**src/rtl/timer_pkg.sv**
```systemverilog
// Shared definitions for the timer keypad chain: digit geometry, the
// "no key" code, the entry FSM state type and the key qualification rule.
package timer_pkg;

  localparam int          NUM_DIGITS    = 4;
  localparam int          BCD_W         = 4;
  localparam logic [3:0]  KEY_NONE      = 4'hF;
  localparam logic [3:0]  KEY_MAX_DIGIT = 4'd9;

  typedef enum logic [1:0] {
    IDLE     = 2'd0,
    DEBOUNCE = 2'd1,
    HELD     = 2'd2,
    RELEASE  = 2'd3
  } entry_state_e;

  // A sample counts as a key press only when the encoder flags a key, entry
  // is enabled and the code is a decimal digit; codes 10..15 are "no key".
  function automatic logic key_qualifies(input logic [3:0] code,
                                         input logic       validn,
                                         input logic       enablen);
    return (!validn) && (!enablen) && (code <= KEY_MAX_DIGIT);
  endfunction

endpackage

```
**src/rtl/key_debouncer.sv**
```systemverilog
// Consecutive stable-sample counter. Counts edges on which sample_ok is high,
// drops to zero on any sample_ok=0 or restart, and saturates instead of
// wrapping. stable flags the sample that brings the run to DEBOUNCE_CYCLES.
module key_debouncer #(
  parameter int DEBOUNCE_CYCLES = 4
) (
  input  logic clk,
  input  logic reset,
  input  logic sample_ok,
  input  logic restart,
  output logic stable
);

  localparam logic [7:0] CNT_MAX = 8'hFF;
  localparam logic [8:0] TARGET  = 9'(DEBOUNCE_CYCLES);

  logic [7:0] cnt_r;
  logic [7:0] cnt_next_s;

  // Next run length: restart or a broken run clears, otherwise count up to saturation
  always_comb begin
    cnt_next_s = 8'd0;
    if (restart) begin
      cnt_next_s = 8'd0;
    end else if (sample_ok) begin
      if (cnt_r == CNT_MAX) begin
        cnt_next_s = CNT_MAX;
      end else begin
        cnt_next_s = cnt_r + 8'd1;
      end
    end else begin
      cnt_next_s = 8'd0;
    end
  end

  // Run-length register with synchronous reset
  always_ff @(posedge clk) begin
    if (reset) begin
      cnt_r <= 8'd0;
    end else begin
      cnt_r <= cnt_next_s;
    end
  end

  assign stable = sample_ok && (({1'b0, cnt_r} + 9'd1) >= TARGET);

endmodule

```
**src/rtl/timer_digit_entry.sv**
```systemverilog
// Keypad digit entry for the countdown timer. Debounces key presses and
// releases, shifts accepted digits into a 4-digit BCD register (mm:ss, stored
// unvalidated) and reports count, full and held status.
module timer_digit_entry
  import timer_pkg::*;
#(
  parameter int DEBOUNCE_CYCLES = 4
) (
  input  logic        clk,
  input  logic        reset,
  input  logic [3:0]  D,
  input  logic        validn,
  input  logic        enablen,
  input  logic        clear,
  output logic [15:0] digits,
  output logic [2:0]  digit_count,
  output logic        new_digit,
  output logic        full,
  output logic        key_held
);

  localparam int         DIG_W     = NUM_DIGITS * BCD_W;
  localparam logic [2:0] COUNT_MAX = 3'(NUM_DIGITS);

  entry_state_e     state_r;
  entry_state_e     state_next_s;
  logic [3:0]       key_reg_r;
  logic [3:0]       key_reg_next_s;
  logic [DIG_W-1:0] digits_r;
  logic [DIG_W-1:0] digits_next_s;
  logic [2:0]       count_r;
  logic [2:0]       count_next_s;
  logic             new_digit_r;
  logic             new_digit_s;
  logic             key_held_r;
  logic             key_held_s;

  logic sample_q_s;
  logic press_phase_s;
  logic sample_ok_s;
  logic stable_s;
  logic accept_s;
  logic release_done_s;
  logic restart_s;

  assign sample_q_s    = key_qualifies(D, validn, enablen);
  assign press_phase_s = (state_r == IDLE) || (state_r == DEBOUNCE);

  // While waiting for a press the counter tracks a steady qualifying key;
  // while a key is down it tracks consecutive non-qualifying samples.
  assign sample_ok_s    = press_phase_s
                          ? (sample_q_s && ((state_r == IDLE) || (D == key_reg_r)))
                          : !sample_q_s;
  assign accept_s       = press_phase_s && stable_s;
  assign release_done_s = (state_r == RELEASE) && stable_s;
  // Every jump between the press and release phases starts a fresh run
  assign restart_s      = enablen || accept_s || release_done_s;

  key_debouncer #(
    .DEBOUNCE_CYCLES (DEBOUNCE_CYCLES)
  ) u_debouncer (
    .clk       (clk),
    .reset     (reset),
    .sample_ok (sample_ok_s),
    .restart   (restart_s),
    .stable    (stable_s)
  );

  // State register
  always_ff @(posedge clk) begin
    if (reset) begin
      state_r <= IDLE;
    end else begin
      state_r <= state_next_s;
    end
  end

  // Next-state logic; disabling entry always drops back to IDLE
  always_comb begin
    state_next_s = state_r;
    if (enablen) begin
      state_next_s = IDLE;
    end else begin
      case (state_r)
        IDLE: begin
          if (accept_s) begin
            state_next_s = HELD;
          end else if (sample_q_s) begin
            state_next_s = DEBOUNCE;
          end else begin
            state_next_s = IDLE;
          end
        end
        DEBOUNCE: begin
          if (accept_s) begin
            state_next_s = HELD;
          end else if (sample_ok_s) begin
            state_next_s = DEBOUNCE;
          end else begin
            state_next_s = IDLE;
          end
        end
        HELD: begin
          if (!sample_q_s) begin
            state_next_s = RELEASE;
          end else begin
            state_next_s = HELD;
          end
        end
        RELEASE: begin
          if (release_done_s) begin
            state_next_s = IDLE;
          end else if (sample_q_s) begin
            state_next_s = HELD;
          end else begin
            state_next_s = RELEASE;
          end
        end
        default: begin
          state_next_s = IDLE;
        end
      endcase
    end
  end

  // Output and datapath next values; clear beats a coincident acceptance
  always_comb begin
    new_digit_s    = accept_s && !clear;
    key_held_s     = (state_next_s == HELD) || (state_next_s == RELEASE);
    digits_next_s  = digits_r;
    count_next_s   = count_r;
    key_reg_next_s = key_reg_r;
    if ((state_r == IDLE) && sample_q_s) begin
      key_reg_next_s = D;
    end else begin
      key_reg_next_s = key_reg_r;
    end
    if (clear) begin
      digits_next_s = {DIG_W{1'b0}};
      count_next_s  = 3'd0;
    end else if (accept_s && (count_r < COUNT_MAX)) begin
      digits_next_s = {digits_r[DIG_W-BCD_W-1:0], D};
      count_next_s  = count_r + 3'd1;
    end else begin
      digits_next_s = digits_r;
      count_next_s  = count_r;
    end
  end

  // Registered outputs and digit storage
  always_ff @(posedge clk) begin
    if (reset) begin
      key_reg_r   <= KEY_NONE;
      digits_r    <= {DIG_W{1'b0}};
      count_r     <= 3'd0;
      new_digit_r <= 1'b0;
      key_held_r  <= 1'b0;
    end else begin
      key_reg_r   <= key_reg_next_s;
      digits_r    <= digits_next_s;
      count_r     <= count_next_s;
      new_digit_r <= new_digit_s;
      key_held_r  <= key_held_s;
    end
  end

  assign digits      = digits_r;
  assign digit_count = count_r;
  assign new_digit   = new_digit_r;
  assign key_held    = key_held_r;
  assign full        = (count_r == COUNT_MAX);

endmodule

```
**config.mk**
```make
export PLATFORM = sky130hd
export DESIGN_NAME = timer_digit_entry
export DESIGN_NICKNAME = d
export VERILOG_FILES = /design/src/rtl/timer_pkg.sv /design/src/rtl/key_debouncer.sv /design/src/rtl/timer_digit_entry.sv
export SDC_FILE = /design/constraint.sdc
export NUM_CORES = 1
export LEC_CHECK = 0
export CAP_MARGIN = 20
export CORE_MARGIN = 2
export CORE_UTILIZATION = 45
export CTS_BUF_LIST = sky130_fd_sc_hd__clkbuf_16
export CTS_CLUSTER_SIZE = 40
export DETAILED_ROUTE_END_ITERATION = 8
export PLACE_DENSITY = 0.78
export SLEW_MARGIN = 20
export SYNTH_ARGS = -nofsm -noshare
export SYNTH_HDL_FRONTEND = slang
export SYNTH_SLANG_ARGS = --single-unit
```
**constraint.sdc**
```tcl
create_clock -name clk -period 2.2 [get_ports clk]
set_input_delay 0.22 -clock clk [delete_from_list [all_inputs] [get_ports clk]]
set_output_delay 0.22 -clock clk [all_outputs]
set_load 0.005 [all_outputs]
```
# Word level (Yosys, flattened, before mapping)
# Cells that the tools add are included.
[op_classes]
n_eq_ne = 8
n_reduce_logical = 21
n_bitwise = 1
add_sub_neg = 3
n_mux = 10
magnitude_cmp = 3
[op_table]
columns = ["op", "n"]
rows = [
  ["adder 8 x 1 -> 9 bit, second input constant", 1],
  ["greater-or-equal comparator 9 x 3 -> 1 bit, second input constant", 1],
  ["logical AND 1 bit", 9],
  ["adder 8 x 1 -> 8 bit, second input constant", 1],
  ["== test 2 bit, second input constant", 4],
  ["== test 8 bit, second input constant", 1],
  ["two-way mux 2 bit", 4],
  ["two-way mux 8 bit", 1],
  ["case mux 2 bit (4 select lines)", 1],
  ["logical OR 1 bit", 5],
  ["== test 4 bit", 1],
  ["<= comparator 4 bit, second input constant", 1],
  ["zero test 1 bit", 4],
  ["two-way mux 1 bit", 4],
  ["adder 3 x 1 -> 3 bit, second input constant", 1],
  ["== test 3 bit, second input constant", 1],
  ["less-than comparator 3 bit, second input constant", 1],
  ["OR reduction 3 bit", 1],
  ["== test 2 x 1 -> 1 bit, second input constant", 1],
  ["zero test 2 bit", 1],
  ["OR reduction 2 bit", 1],
  ["inverter 1 bit", 1],
]
[word_totals]
elab_cells = 53
inputBits = 9
regBits = 35
out_inout_bits = 22

# Depth between registers and ports, before layout
# Gate-level depths: netlist (run 1).
[depth]
word_depth = 12
mapped_depth = 8

# By module
# From an unflattened synthesis (run 1), not the netlist that was laid out.
[hier_totals]
hier_cells = 188
hier_area_um2 = 1579.0
[by_module_without_submodules]
columns = ["module", "n_inst", "area_each_um2", "seq_area_each_um2", "cells_each"]
rows = [
  ["timer_digit_entry", 1, 1186.1, 540.5, 141],
  ["key_debouncer", 1, 392.9, 160.2, 47],
]

# Worst setup path before layout (run 1)
# Ideal clock, no wire load.
[synth_timing]
path_kind = "register to register"
start = "reg u_debouncer.cnt_r[0]"
end = "reg count_r[0], in the netlist digit_count[0]"
stages_incl_launch_ff = 9
arrival_time_ns = 2.013
path_slack_ns = 0.067
required_time_ns = 2.080
path_buffers = 2
path_cell_list = "dfxtp_1 ha_1 or4_1 a211oi_2 o211a_4 nor4_2 buf_6 buf_6 mux2i_1"
[synth_via]
elab_chain_len = 5
[synth_lines]
columns = ["element", "line", "rtl"]
rows = [
  ["start, declared", "key_debouncer.sv:17", "logic [7:0] cnt_r;"],
  ["start signal, assigned", "key_debouncer.sv:41", "cnt_r <= cnt_next_s;"],
  ["adder 8 x 1 -> 9 bit", "key_debouncer.sv:45", "assign stable = sample_ok && (({1'b0, cnt_r} + 9'd1) >= TARGET);"],
  ["greater-or-equal comparator 9 x 3 -> 1 bit", "key_debouncer.sv:45", ""],
  ["logical AND 1 bit", "key_debouncer.sv:45", ""],
  ["logical AND 1 bit", "timer_digit_entry.sv:54", "assign accept_s = press_phase_s && stable_s;"],
  ["logical AND 1 bit", "timer_digit_entry.sv:141", "end else if (accept_s && (count_r < COUNT_MAX)) begin"],
  ["end signal, assigned", "timer_digit_entry.sv:161", "count_r <= count_next_s;"],
  ["end, declared", "timer_digit_entry.sv:31", "logic [2:0] count_r;"],
]
# Every way passes these cells.
# A chain may end at the register's enable or synchronous reset.

# Final worst setup path (run 1)
[layout_timing]
start = "reg u_debouncer.cnt_r[0]"
end = "reg digits_r[7], in the netlist digits[7]"
[layout_via]
elab_chain_len = 5
[layout_lines]
columns = ["element", "line", "rtl"]
rows = [
  ["adder 8 x 1 -> 9 bit", "key_debouncer.sv:45", ""],
  ["greater-or-equal comparator 9 x 3 -> 1 bit", "key_debouncer.sv:45", ""],
  ["logical AND 1 bit", "key_debouncer.sv:45", ""],
  ["logical AND 1 bit", "timer_digit_entry.sv:54", ""],
  ["logical AND 1 bit", "timer_digit_entry.sv:141", ""],
  ["end signal, assigned", "timer_digit_entry.sv:154", "digits_r <= {DIG_W{1'b0}};"],
  ["end signal, assigned", "timer_digit_entry.sv:160", "digits_r <= digits_next_s;"],
  ["end, declared", "timer_digit_entry.sv:29", "logic [DIG_W-1:0] digits_r;"],
]
# Every way passes these cells.

==> flow_summary.ini, run 1 <==
[drt]
met2_length_um = 2020
ant_nets = 0
top_layer_used = met4
routedWlPerCell_um = 14.9
drt-met1-wl_um = 1540
avgViaCountPerCell = 5.33
wl_um = 3810
vias = 1364
first_iter_violations = 93
dr_wl_met3_um = 180
drc = 0
drtPass1Iterations = 4

[setup_path]
end_kind = flop
crit_chain = buf_4, and4_1, and4b_1, o211a_4, buf_12, nor4_4, clkbuf_16, mux2i_1
arrival_ns = 2.36
crit_type = reg2reg
r2r_start = u_debouncer.cnt_r[0]$_SDFF_PP0_
critPathMaxFanout = 9
startpoint_type = flop
r2r_cells = 8
worstSetupEndpoint = digits[7]$_SDFFE_PP0P_
critPathLaunch = u_debouncer.cnt_r[0]$_SDFF_PP0_
worst_path_max_delay_cell = dfxtp_2
slowest_delay_ns = 0.33
crit_required_ns = 2.40
r2r_slack_ns = 0.03
r2r-end = digits[7]$_SDFFE_PP0P_

[die]
die_w_um = 62.9
dieHeight_um = 62.9
dieArea_sq_mm = 0.00396
top_level_ports = 31
core_sq_mm = 0.00334
rows = 21
start_util_pct = 46.8

[min_path]
hold_path_class = reg2reg
hp-start = digits[12]$_SDFFE_PP0P_

[sta]
setup_viol = 0
max_slew_margin_pct = 69.5
finalCriticalPeriod_ns = 2.17
slew_viol_final = 0
hold_ws_ns = 0.461
worst_slew_pin_slew_ns = 0.456
finalClockSkew_ns = 0.00419
max_freq_ghz = 0.461
hold_viol_final = 0
fin_tns_setup_ns = 0
rsz0062_at_grt = yes
fin_crit_sh_pct = 98.5

[place]
gp_congestion = 0.788
portBuffers = 30
place_hpwl_um = 2410

[job]
maxCapViolations = 0

[yosys]
yosys_register_bits = 35
netlist_area_sq_mm = 0.00156
syn_avg_cell_area_sq_um = 9.46
ys.flop_type = dfxtp_1
syn_inst = 165
async_flop_share_pct = 0
ys_seq_area_share_pct = 44.9
synth_cell_types = 38
synth_edf_count = 0
yosysWarnings = 0
syn_nets = 178

[power]
p_per_area_mw_per_mm2 = 661
ir_drop_mv = 0.574
leakage_nw = 0.786

[layout]
insertedDiodeCount = 0
syn2layout_area_growth_pct = 44.4
utilization_pct = 67.6
fill_cells = 266
final_common_cell = dfxtp_1
nets = 222
final_cell_mix = dfxtp_1, clkdlybuf4s50_1, nand2_1
drive_above_1_share_pct = 15.2

[global_route]
grt_pass1_wl_um = 5880
grt_max_degree = 27
grt_pass1_vias = 1304
grt_util_all_layers_pct = 18.9
globalRouteOverflowTotal = 0
antenna_found_initial = 0

[cts]
htreeDepth = 2
clock_latency_ns = 0.28
cts_tree = done
max-clock-path-buffers = 2
clkTransAtPathRegs_ns = 0.05
cts_made_buffers = 5
cts_sinks = 35
cts_root_buffer = clkbuf_16

[run_status]
outcome = finished clean
## area by class of cell
class | instances | area [sq um] | area share (%)
sequential | 35 | 703 | 31.2
tap | 46 | 57.6 | 2.55
timing repair buffer | 42 | 433 | 19.2
multi-input combinational | 121 | 882 | 39.1
clock buffer | 5 | 125 | 5.55
clock inverter | 3 | 38.8 | 1.72
inverter | 4 | 15.0 | 0.666
## through the flow
stage,cells,instance area [sq um],power [W],setup WS [ns]
finish,256,2250,0.00149,0.0323
global route,256,2250,0.00153,-0.0706
CTS,252,2140,0.00150,0.000827
detailed placement,244,1970,0.000725,-0.00389
global placement,244,1970,0.000722,0.0629
floorplan,165,1560,0.000692,0.0671
## critical path: cells and delay by family (launching register included)
family	cells	cell delay, ns
AO/OA/AOI/OAI	1	0.28
AND/OR/NAND/NOR	3	0.74
multiplexers	1	0.20
flip-flops	1	0.33
buffers and inverters	3	0.53
## registers in the layout (all words and copies together), names as in the netlist
register           cells
digit_count            3
key_held               1
digits                16
state_r                2
key_reg_r              4
new_digit              1
u_debouncer.cnt_r      8
## routing by layer
metal / track usage [%] / vias to the layer above
li1: - / 674
met1: 20.7 / 650
met2: 34.7 / 32
met3: 5.23 / 8
met4: 6.67 / 0
met5: 0 / -
## Yosys cell counts, types with 2 or more instances
master | count | area, sq um
a2111oi_0 | 2 | 17.5
a211o_1 | 4 | 35.0
a21oi_1 | 6 | 30.0
and4_1 | 2 | 17.5
buf_6 | 2 | 22.5
clkbuf_1 | 4 | 15.0
dfxtp_1 | 35 | 701
ha_1 | 4 | 50.1
inv_1 | 4 | 15.0
mux2i_1 | 18 | 180
nand2_1 | 28 | 105
nand3_1 | 6 | 30.0
nor2_1 | 10 | 37.5
nor2b_1 | 4 | 25.0
nor3_1 | 3 | 15.0
o211ai_1 | 2 | 15.0
o21ai_0 | 5 | 25.0
or3_1 | 2 | 12.5
xor2_1 | 5 | 43.8
## power by group
part | internal (W) | switching (W) | total (W)
sequential | 0.000640 | 0.00000413 | 0.000644
clock | 0.000527 | 0.000246 | 0.000773
combinational | 0.0000336 | 0.0000402 | 0.0000737
total | 0.00120 | 0.000290 | 0.00149
## cells by family (layout without fill, tap and decap cells)
| kind of cell | Yosys count | after routing | share of synthesized area [%] |
|---|---|---|---|
| and+or+nand+nor | 65 | 65 | 20.4 |
| DFF | 35 | 35 | 44.9 |
| AOI/OAI and AO/OA | 27 | 28 | 13.3 |
| muxes | 18 | 18 | 11.5 |
| buffers and inverters | 10 | 54 | 3.36 |
| xor gates and xnor gates | 6 | 6 | 3.37 |
| adders and majority gates | 4 | 4 | 3.21 |
## repair_timing
action	in CTS	in global routing
setup endpoints to repair	1	11
cloned	0	2
buffers inserted	0	2
hold buffers	0	0
resized for setup	2	11
pin swaps	0	6
endpoints found under the hold margin	0	0
## how the worst min path moves through the flow
stage	end	slack, ns	cells past startpoint
finish	digits[12]$_SDFFE_PP0P_	0.46	2
global placement	digits[12]$_SDFFE_PP0P_	0.44	2
detailed placement	digits[12]$_SDFFE_PP0P_	0.45	2
floorplan	new_digit$_SDFF_PP0_	0.30	1
global route	digits[12]$_SDFFE_PP0P_	0.50	2
CTS	digits[12]$_SDFFE_PP0P_	0.46	2
No activity file was read; power rests on OpenSTA's default activity.
==> run 2: changes to the inputs <==
--- a/config.mk
+++ b/config.mk
@@ -6,6 +6,7 @@
 export NUM_CORES = 1
 export LEC_CHECK = 0
 export CAP_MARGIN = 20
+export CORE_ASPECT_RATIO = 1.5
 export CORE_MARGIN = 2
 export CORE_UTILIZATION = 45
 export CTS_BUF_LIST = sky130_fd_sc_hd__clkbuf_16
==> flow_summary.ini, run 2 (synthesis results as in run 1) <==
[run_status]
outcome = finished clean

[die]
start_util_pct = 46.6
top_level_ports = 31
rows = 26
dieArea_sq_mm = 0.00397
die_w_um = 52.1
dieHeight_um = 76.1
core_sq_mm = 0.00335

[layout]
largest_reg_flops = 16
nets = 221
syn2layout_area_growth_pct = 36.6
final_common_cell = dfxtp_1
drive_above_1_share_pct = 11.5
insertedDiodeCount = 0
final_cell_mix = dfxtp_1, clkdlybuf4s50_1, nand2_1

[sta]
finalCriticalPeriod_ns = 2.12
fin_crit_sh_pct = 96.5
max_slew_margin_pct = 72.7
slew_viol_final = 0
worst_slew_pin_slew_ns = 0.406
setup_viol = 0
max_freq_ghz = 0.471
hold_ws_ns = 0.458
hold_viol_final = 0
rsz0062_at_grt = yes
finalClockSkew_ns = 0.00434

[cts]
clkTransAtPathRegs_ns = 0.05
cts_root_buffer = clkbuf_16
clock_latency_ns = 0.28
cts_made_buffers = 5
max-clock-path-buffers = 2
cts_tree = done
cts_sinks = 35
htreeDepth = 2

[setup_path]
slowest_delay_ns = 0.56
crit_type = reg2reg
crit_required_ns = 2.36
startpoint_type = flop
end_kind = flop
arrival_ns = 2.29
critPathMaxFanout = 4
worst_path_max_delay_cell = or4_1
crit_chain = ha_1, or4_1, a211oi_2, o211a_4, o22ai_2, a2111oi_1

[global_route]
globalRouteOverflowTotal = 0
grt_pass1_wl_um = 5440
antenna_found_initial = 0
grt_pass1_vias = 1313
grt_util_all_layers_pct = 18.1
grt_max_degree = 27

[drt]
wl_um = 3170
routedWlPerCell_um = 12.6
first_iter_violations = 48
avgViaCountPerCell = 5.21
drc = 0
ant_nets = 0
vias = 1308
drtPass1Iterations = 4

[power]
p_per_area_mw_per_mm2 = 637
intPower_w = 0.00108
power_switching_share_pct = 20.3
clkPwrFrac_pct = 47.4
power_frac_seq_pct = 47.4
ir_drop_mv = 0.675
leakage_nw = 0.765
power_w = 0.00136
p_sw_w = 0.000276
power_frac_comb_pct = 5.2

[place]
portBuffers = 30
place_hpwl_um = 2410
gp_congestion = 0.820

[min_path]
hold_path_class = reg2reg

[job]
maxCapViolations = 0
run 2: worst max-delay path, delay by kind of cell, from the launching register on:
kind | cells | cell delay [ns]
DFF | 1 | 0.31
adders and majority gates | 1 | 0.21
and+or+nand+nor | 1 | 0.56
AOI/OAI and AO/OA | 4 | 0.93
run 2: final timing paths:
| kind | start | to | slack (ns) | cells after the start |
|---|---|---|---|---|
| setup / recovery | u_debouncer.cnt_r[0]$_SDFF_PP0_ | state_r[1]$_SDFF_PP0_ | 0.08 | 6 |
| hold / removal | digits[12]$_SDFFE_PP0P_ | digits[12]$_SDFFE_PP0P_ | 0.46 | 2 |
| setup reg to reg | u_debouncer.cnt_r[0]$_SDFF_PP0_ | state_r[1]$_SDFF_PP0_ | 0.08 | 6 |
| hold reg to reg | digits[12]$_SDFFE_PP0P_ | digits[12]$_SDFFE_PP0P_ | 0.46 | 2 |
run 2: what timing repair did:
| action | 4_1_cts | 5_1_grt |
|---|---|---|
| endpoints found under the setup margin | 0 | 10 |
| hold buffers | 0 | 0 |
| resized for setup | 0 | 3 |
| setup buffers | 0 | 1 |
run 2: layout make-up:
| class | instances | area, sq um |
|---|---|---|
| Clock inverter | 3 | 12.5 |
| Inverter | 4 | 15.0 |
| Fill cell | 283 | 1220 |
| Clock buffer | 5 | 125 |
| Sequential cell | 35 | 701 |
| Timing Repair Buffer | 42 | 403 |
| Multi-Input combinational cell | 120 | 825 |
| Tap cell | 42 | 52.6 |
run 2: metal layers:
layer | vias to the layer above | wire [um] | track usage [%]
met5 | - | 0 | 0
met4 | 0 | 60 | 8.68
met3 | 4 | 184 | 6.47
met2 | 33 | 1670 | 30.6
met1 | 598 | 1260 | 19.0
li1 | 673 | - | -
run 2: power by group through the flow:
stage | clock network (W) | logic [W] | registers [W]
floorplan | 0 | 0.0000359 | 0.000656
global route | 0.000687 | 0.0000779 | 0.000644
detailed placement | 0 | 0.0000698 | 0.000657
finish | 0.000645 | 0.0000709 | 0.000644
global placement | 0 | 0.0000678 | 0.000657
CTS | 0.000661 | 0.0000703 | 0.000644
run 2: through the flow:
step | cell area (sq um) | setup slack, ns | utilization [%] | TNS (ns) | cells
after floorplan | 1560 | 0.0671 | - | 0 | 165
after global placement | 1980 | 0.0447 | 59.1 | 0 | 242
after detailed placement | 1980 | -0.0191 | 59.1 | -0.0558 | 242
after CTS | 2120 | 0.0470 | 63.2 | 0 | 250
after global routing | 2130 | -0.0127 | 63.7 | -0.0127 | 251
final | 2130 | 0.0760 | 63.7 | 0 | 251
